==> config.mk <==
export PLATFORM = sky130hd
export DESIGN_NAME = count_enable_gen
export DESIGN_NICKNAME = d
export VERILOG_FILES = /design/src/rtl/counter_pkg.sv /design/src/rtl/btn_debounce.sv /design/src/rtl/count_enable_gen.sv
export SDC_FILE = /design/constraint.sdc
export NUM_CORES = 1
export LEC_CHECK = 0
export BUFFER_PORTS_ARGS = -buffer_cell sky130_fd_sc_hd__buf_2
export CAP_MARGIN = 20
export CELL_PAD_IN_SITES_DETAIL_PLACEMENT = 0
export CELL_PAD_IN_SITES_GLOBAL_PLACEMENT = 1
export CORE_MARGIN = 4
export CORE_UTILIZATION = 37
export DETAILED_ROUTE_END_ITERATION = 8
export GPL_ROUTABILITY_DRIVEN = 0
export GPL_TIMING_DRIVEN = 0
export HOLD_SLACK_MARGIN = 0.05
export PLACE_DENSITY = 0.67
export SYNTH_ARGS = -nofsm -noshare
export SYNTH_HDL_FRONTEND = slang
export SYNTH_SLANG_ARGS = --single-unit
export TNS_END_PERCENT = 50
==> constraint.sdc <==
create_clock -name i_clk -period 1.3 [get_ports i_clk]
set_clock_uncertainty 0.1 [all_clocks]
set_input_delay 0.065 -clock i_clk [delete_from_list [all_inputs] [get_ports i_clk]]
set_output_delay 0.065 -clock i_clk [all_outputs]
set_load 0.005 [all_outputs]
==> src/rtl/counter_pkg.sv <==
// rtl/counter_pkg.sv - shared types for the count-enable generator
package counter_pkg;

    typedef enum logic {
        MODE_BTN      = 1'b0,
        MODE_PRESCALE = 1'b1
    } mode_e;

    typedef enum logic [1:0] {
        S_IDLE      = 2'd0,
        S_PRESS_CHK = 2'd1,
        S_HELD      = 2'd2,
        S_REL_CHK   = 2'd3
    } dbc_state_e;

endpackage

==> src/rtl/btn_debounce.sv <==
// rtl/btn_debounce.sv - two-flop synchroniser plus debounce FSM with single press pulse
module btn_debounce
    import counter_pkg::*;
#(
    parameter int DEBOUNCE_CYCLES = 8
) (
    input  logic i_clk,
    input  logic i_rst_n,
    input  logic i_btn,
    output logic o_level,
    output logic o_press_pulse
);

    localparam int CW = $clog2(DEBOUNCE_CYCLES) + 1;
    localparam logic [CW-1:0] CNT_LAST = CW'(DEBOUNCE_CYCLES - 1);

    logic [1:0]    sync_q;
    logic          btn_s;
    dbc_state_e    state_q, state_d;
    logic [CW-1:0] cnt_q, cnt_d;
    logic          level_q, level_d;
    logic          press;

    assign btn_s = sync_q[1];

    always_comb begin
        state_d = state_q;
        cnt_d   = cnt_q;
        level_d = level_q;
        press   = 1'b0;
        unique case (state_q)
            S_IDLE: begin
                if (btn_s) begin
                    state_d = S_PRESS_CHK;
                    cnt_d   = '0;
                end
            end
            S_PRESS_CHK: begin
                if (!btn_s) begin
                    state_d = S_IDLE;
                end else if (cnt_q == CNT_LAST) begin
                    state_d = S_HELD;
                    level_d = 1'b1;
                    press   = 1'b1;
                end else begin
                    cnt_d = cnt_q + 1'b1;
                end
            end
            S_HELD: begin
                if (!btn_s) begin
                    state_d = S_REL_CHK;
                    cnt_d   = '0;
                end
            end
            S_REL_CHK: begin
                if (btn_s) begin
                    state_d = S_HELD;
                end else if (cnt_q == CNT_LAST) begin
                    state_d = S_IDLE;
                    level_d = 1'b0;
                end else begin
                    cnt_d = cnt_q + 1'b1;
                end
            end
            default: state_d = S_IDLE;
        endcase
    end

    always_ff @(posedge i_clk or negedge i_rst_n) begin
        if (!i_rst_n) begin
            sync_q  <= 2'b00;
            state_q <= S_IDLE;
            cnt_q   <= '0;
            level_q <= 1'b0;
        end else begin
            sync_q  <= {sync_q[0], i_btn};
            state_q <= state_d;
            cnt_q   <= cnt_d;
            level_q <= level_d;
        end
    end

    // press is the combinational accept condition; the top registers it into o_enable
    assign o_level       = level_q;
    assign o_press_pulse = press;

endmodule

==> src/rtl/count_enable_gen.sv <==
// rtl/count_enable_gen.sv - count-enable strobe from debounced button or prescaler tick
module count_enable_gen
    import counter_pkg::*;
#(
    parameter int PRESCALE_DIV    = 4,
    parameter int DEBOUNCE_CYCLES = 8
) (
    input  logic i_clk,
    input  logic i_rst_n,
    input  logic i_btn,
    input  logic i_mode,
    input  logic i_run,
    output logic o_enable,
    output logic o_btn_level
);

    localparam int PW = $clog2(PRESCALE_DIV) + 1;
    localparam logic [PW-1:0] PRE_LAST = PW'(PRESCALE_DIV - 1);

    logic          press_pulse;
    logic [PW-1:0] pre_cnt_q, pre_cnt_d;
    logic          tick;
    logic          enable_q, enable_d;
    logic          mode_pre;

    btn_debounce #(
        .DEBOUNCE_CYCLES(DEBOUNCE_CYCLES)
    ) u_btn_debounce (
        .i_clk         (i_clk),
        .i_rst_n       (i_rst_n),
        .i_btn         (i_btn),
        .o_level       (o_btn_level),
        .o_press_pulse (press_pulse)
    );

    assign mode_pre = (i_mode == MODE_PRESCALE);

    // Button mode parks the prescaler at zero so a fresh period starts on mode entry
    always_comb begin
        pre_cnt_d = pre_cnt_q;
        tick      = 1'b0;
        if (!mode_pre) begin
            pre_cnt_d = '0;
        end else if (i_run) begin
            if (pre_cnt_q == PRE_LAST) begin
                tick      = 1'b1;
                pre_cnt_d = '0;
            end else begin
                pre_cnt_d = pre_cnt_q + 1'b1;
            end
        end
    end

    assign enable_d = i_run & (mode_pre ? tick : press_pulse);

    always_ff @(posedge i_clk or negedge i_rst_n) begin
        if (!i_rst_n) begin
            pre_cnt_q <= '0;
            enable_q  <= 1'b0;
        end else begin
            pre_cnt_q <= pre_cnt_d;
            enable_q  <= enable_d;
        end
    end

    assign o_enable = enable_q;

endmodule

Word-level counts from Yosys, hierarchy flattened
Cells that the tools add are included.

operators by class
  divide/modulo/power cells = 0
  equality and inequality tests = 14
  $lt $le $gt $ge = 0
  $add $sub $neg = 2
  multiplexer cells = 27
  multiply operators = 0
  shift operators = 0
  reduce and logical (&&, ||, !) cells = 5
  bitwise operators = 1

operator list
  kind                                           count
  two-way mux 4 bit                              5
  case mux 4 bit (4 select lines)                1
  two-way mux 2 bit                              6
  two-way mux 1 bit                              10
  != test 2 x 1 -> 1 bit, second input constant  5
  two-way mux 3 bit                              3
  case mux 2 bit (4 select lines)                1
  AND reduction 4 bit                            2
  AND reduction 5 bit                            1
  adder 4 x 1 -> 4 bit, second input constant    1
  == test 2 bit, second input constant           2
  == test 4 x 3 -> 1 bit, second input constant  1
  != test 2 bit, second input constant           2
  adder 3 x 1 -> 3 bit, second input constant    1
  == test 3 x 2 -> 1 bit, second input constant  1
  != test 3 x 1 -> 1 bit, second input constant  1
  != test 3 bit, second input constant           1
  == test 2 x 1 -> 1 bit, second input constant  1
  zero test 2 bit                                1
  case mux 1 bit (2 select lines)                1
  nonzero test 2 bit                             1
  AND 1 bit                                      1

word-level totals
  RAM bits = 0
  memories = 0
  bits in latches = 0
  flip-flop bits (word level) = 13
  output and inout port bits = 2
  input port bits = 5
  word-level logic and storage cells = 55
  memory bits (read-only) = 0

Depth between registers and ports, before layout
  depth after elaboration = 6
  mapped depth = 4
  mapped depth without buffers = 4

By module
From an unflattened synthesis, not the netlist that was laid out.

unflattened totals
  cells, all modules = 53
  area, all modules = 586.8 sq um

by module, submodules not included
  module            instances  seq. area each (sq um)  area an instance (sq um)  cells an instance
  btn_debounce      1          225.2                   392.9                     38
  count_enable_gen  1          100.1                   193.9                     15

Worst setup path after synthesis
Ideal clock, no wire load.

  kind = register -> register
  from = register u_btn_debounce.cnt_q[0]
  to = register u_btn_debounce.cnt_q[0]
  period minus slack after synthesis = 1269 ps
  required time = 1075 ps
  path slack = 31 ps
  arrival = 1043 ps
  setup time = 125 ps
  buffers on the path = 0
  stages on the path, launching flop included = 5
  cells stage by stage = dfrtp_1 ha_1 and4b_1 o21ai_0 o21ai_1

between the ends
  cells in the longest elaborated chain, start to end = 4
  elaborated cells on any way between the ends = 6
  those cells by class = add/sub (1); eq/ne (1); mux (4)

RTL lines
  item                                                                   RTL line                                source
  from (decl)                                                            btn_debounce.sv:20                      logic [CW-1:0] cnt_q, cnt_d;
  from (signal assigned)                                                 btn_debounce.sv:78                      cnt_q <= cnt_d;
  adder 4 x 1 -> 4 bit / == test 4 x 3 -> 1 bit (equally long branches)  --
  two-way mux 4 bit *                                                    btn_debounce.sv:41, btn_debounce.sv:58
  two-way mux 4 bit, on equally long branches                            btn_debounce.sv:56, btn_debounce.sv:39
  case mux 4 bit (4 select lines) *                                      btn_debounce.sv:31                      unique case (state_q)

Mark *: on every way between the ends. The rest lies on a longest branch, timed or not. The select of a mux whose other input is x is not followed.
A chain may end at the register's enable or synchronous reset.

Worst setup path in the final report
  from = register u_btn_debounce.cnt_q[1]
  to = register enable_q (netlist: o_enable)

between the ends
  cells in the longest elaborated chain, start to end = 6

RTL lines
  item                    RTL line                source
  == test 4 x 3 -> 1 bit  btn_debounce.sv:41      end else if (cnt_q == CNT_LAST) begin
  two-way mux 1 bit       btn_debounce.sv:41
  two-way mux 1 bit       btn_debounce.sv:39      if (!btn_s) begin
  two-way mux 1 bit       btn_debounce.sv:31
  two-way mux 1 bit       count_enable_gen.sv:54  assign enable_d = i_run & (mode_pre ? tick : press_pulse);
  AND 1 bit               count_enable_gen.sv:54
  named net enable_d      count_enable_gen.sv:23  logic enable_q, enable_d;
  to (signal assigned)    count_enable_gen.sv:62  enable_q <= enable_d;
  to (decl)               count_enable_gen.sv:23

The timed path passes the listed nets, and every way through them passes these cells.

==> impl_metrics.toml <==
[logic_synthesis]
synth_top_area_share_pct = 55.67
synth_seq_area_share_pct = 55.67
yosys-top-cells-area = "dfrtp_1 (56%), nand2_1 (5.1%), a21oi_1 (4.3%)"
synth.cell_area_um2 = 584.3
synth.avg_cell_area_um2 = 10.62
syn_nets = 62
netlist_instances = 55
ys_ff_latch = 13
ys_types = 21
yosys.area.top_type = "dfrtp_1"
ys_warn_count = 0

[clock_tree]
clock_latency_ps = 270
cts_tree = "done"
numCtsBuffers = 3
cts_root_buf = "clkbuf_4"
clkSinkCount = 13
htreeDepth = 1
clkTransAtPathRegs_ps = 80
cts_buffer_depth = 2

[sta]
slew_headroom_pct = 78.80
worst_pin_slew_ps = 315.7
rsz0062_at_grt = "yes"
hold_viol = 0
finalCritPeriodShare_pct = 100.4
finalMaxSlewViolations = 0
setup_violations = 1
whs_ps = 91.91
finalWorstSetupSlack_ps = -5.117
post-route-min-period_ps = 1305
fmax_mhz = 766.2

[floorplanning]
dieArea_um2 = 2279
std_cell_rows = 14
core-area_um2 = 1506
die_h_um = 47.74
start_util_pct = 38.79
io_pins = 7
die_w_um = 47.74

[placed_design]
dp_cells = 77
portBuffers = 6
hpwl_um = 715
dpl_cell_area_um2 = 634.4

[finish]
multi_input_area_um2 = 272.8
num_antenna_cells = 0
n_fill_cell = 142
final_cell_area_um2 = 752.0
regArea_um2 = 325.3
layout.cells.non_filler = 89
fin_nets = 81
syn2layout_area_growth_pct = 28.69
drive_gt1_share_pct = 24.66

[drt]
drc = 0
ant_nets = 0
first_pass_iters = 4
drtIter0Drc = 9
wl_met2_um = 475
vias_per_cell = 5.146
routed.top_layer = "met4"
avgRoutedWirePerCell_um = 12.20
wl_met3_um = 68
routed_wl_mm = 1.086
wirelength_met1_um = 530
vias = 458

[grt]
overflow = 0
grtUsageTotal_pct = 11.35
grt_pass1_wl_mm = 1.745
antenna_found_initial = 0
grt_pass1_vias = 446
grt_max_degree = 14

[setup_path]
ff2ff_setup_slack_ps = -5
reg2regPathDepth = 4
worstPathArrival_ps = 1380
crit_fanout = 4
startpoint_type = "register"
rr_endpoint = "o_enable"
crit_required_ps = 1370
end_kind = "register"
crit_type = "register to register"
critical_path.reg2reg.startpoint = "u_btn_debounce.cnt_q[1]"

[pwr]
power_density_nw_per_um2 = 1450
ir_drop_uv = 762.4
p_leak_nw = 0.3600

[min_path]
hold_path.class = "primary input to async pin"

[status]
outcome = "finished, violations left"
violations = "setup timing"

[run]
max_cap_violations = 0
## registers in the layout, summed over array words and instances (netlist names), named ones only
register / flops
u_btn_debounce.cnt_q: 4
pre_cnt_q: 3
o_enable: 1
u_btn_debounce.o_level: 1
u_btn_debounce.state_q: 1
u_btn_debounce.sync_q: 2
## logic make-up (layout without fill, tap and decap cells)
logic type,count (synthesis),count (layout),synth area share (%)
buffers and inverters,2,20,1.285
XOR/XNOR,2,2,2.998
adder cells (fa/ha/maj),2,2,4.282
flip-flops,13,13,55.67
AND/OR/NAND/NOR,21,21,19.48
AO/OA/AOI/OAI,15,15,16.27
## metrics by stage
| step | power, mW | worst slack (ps) | utilization (%) | setup TNS [ps] |
|---|---|---|---|---|
| 2_1_floorplan | 0.6996 | 31.44 | - | 0 |
| 3_5_place_dp | 0.7658 | -86.58 | 42.11 | -216.6 |
| 4_1_cts | 1.087 | -16.91 | 49.34 | -16.91 |
| 6_report | 1.091 | -5.117 | 49.92 | -5.117 |
| 5_1_grt | 1.181 | -118.9 | 49.92 | -383.4 |
| 3_3_place_gp | 0.7675 | -137.9 | 42.11 | -321.2 |
## synthesized netlist by cell type, drive strengths merged
cell,number
xnor2,1
ha,2
a21oi,5
o21ai,6
and2,2
o2bb2ai,1
nor2b,2
a22oi,1
nor2,1
o41ai,1
nand2,8
inv,2
nand3,3
nand4b,2
dfrtp,13
and4b,1
or2b,1
o21a,1
xor2,1
nor3,1
## power breakdown
part           total [mW]  internal, mW  switching [mW]
Clock               0.240         0.119           0.121
Combinational       0.279         0.156           0.124
Sequential          0.572         0.479          0.0931
## cells in the final DEF, fill, tap and decap left out, drive strengths merged, types with 3 or more instances in the layout
cell type | Yosys | layout
dfrtp | 13 | 13
buf | 0 | 10
nand2 | 8 | 8
o21ai | 6 | 6
a21oi | 5 | 5
dlygate4sd3 | 0 | 4
clkbuf | 0 | 4
nand3 | 3 | 3
## worst max-delay path, cell delays in order, from the launching register on
cell and delay, ps:
dfrtp_1 400, ha_4 160, and4b_2 260, nand2_1 90, o41ai_2 200
## cell type report
class                   count  share of cell area, %
clock buffers               4                  3.494
flip-flops and latches     13                  43.26
multi-input cells          40                  36.27
well taps                  16                  2.662
inverters                   2                 0.9983
repair buffers             14                  13.31
## repair_timing
item / in CTS / in global routing
buffers inserted: 4 / 0
endpoints found under the hold margin: 18 / 0
hold buffers: 4 / 0
cloned: 0 / 0
resized for setup: 2 / 3
pin swaps: 1 / 0
setup endpoints to repair: 4 / 6
## layer usage
| metal | vias to the layer above | GRT usage (%) |
|---|---|---|
| li1 | 234 | - |
| met1 | 212 | 13.86 |
| met2 | 10 | 16.89 |
| met3 | 2 | 5.639 |
| met4 | 0 | 4.839 |
| met5 | - | 0 |
## how the worst max path moves through the flow
stage / slack, ps / start / to
2_1_floorplan: 30 / u_btn_debounce.cnt_q[0] / u_btn_debounce.cnt_q[0]
3_3_place_gp: -140 / u_btn_debounce.cnt_q[0] / o_enable
3_5_place_dp: -90 / u_btn_debounce.cnt_q[0] / o_enable
4_1_cts: -20 / u_btn_debounce.cnt_q[1] / o_enable
5_1_grt: -120 / u_btn_debounce.cnt_q[1] / o_enable
6_report: -5 / u_btn_debounce.cnt_q[1] / o_enable
No activity file was read; power rests on OpenSTA's default activity.
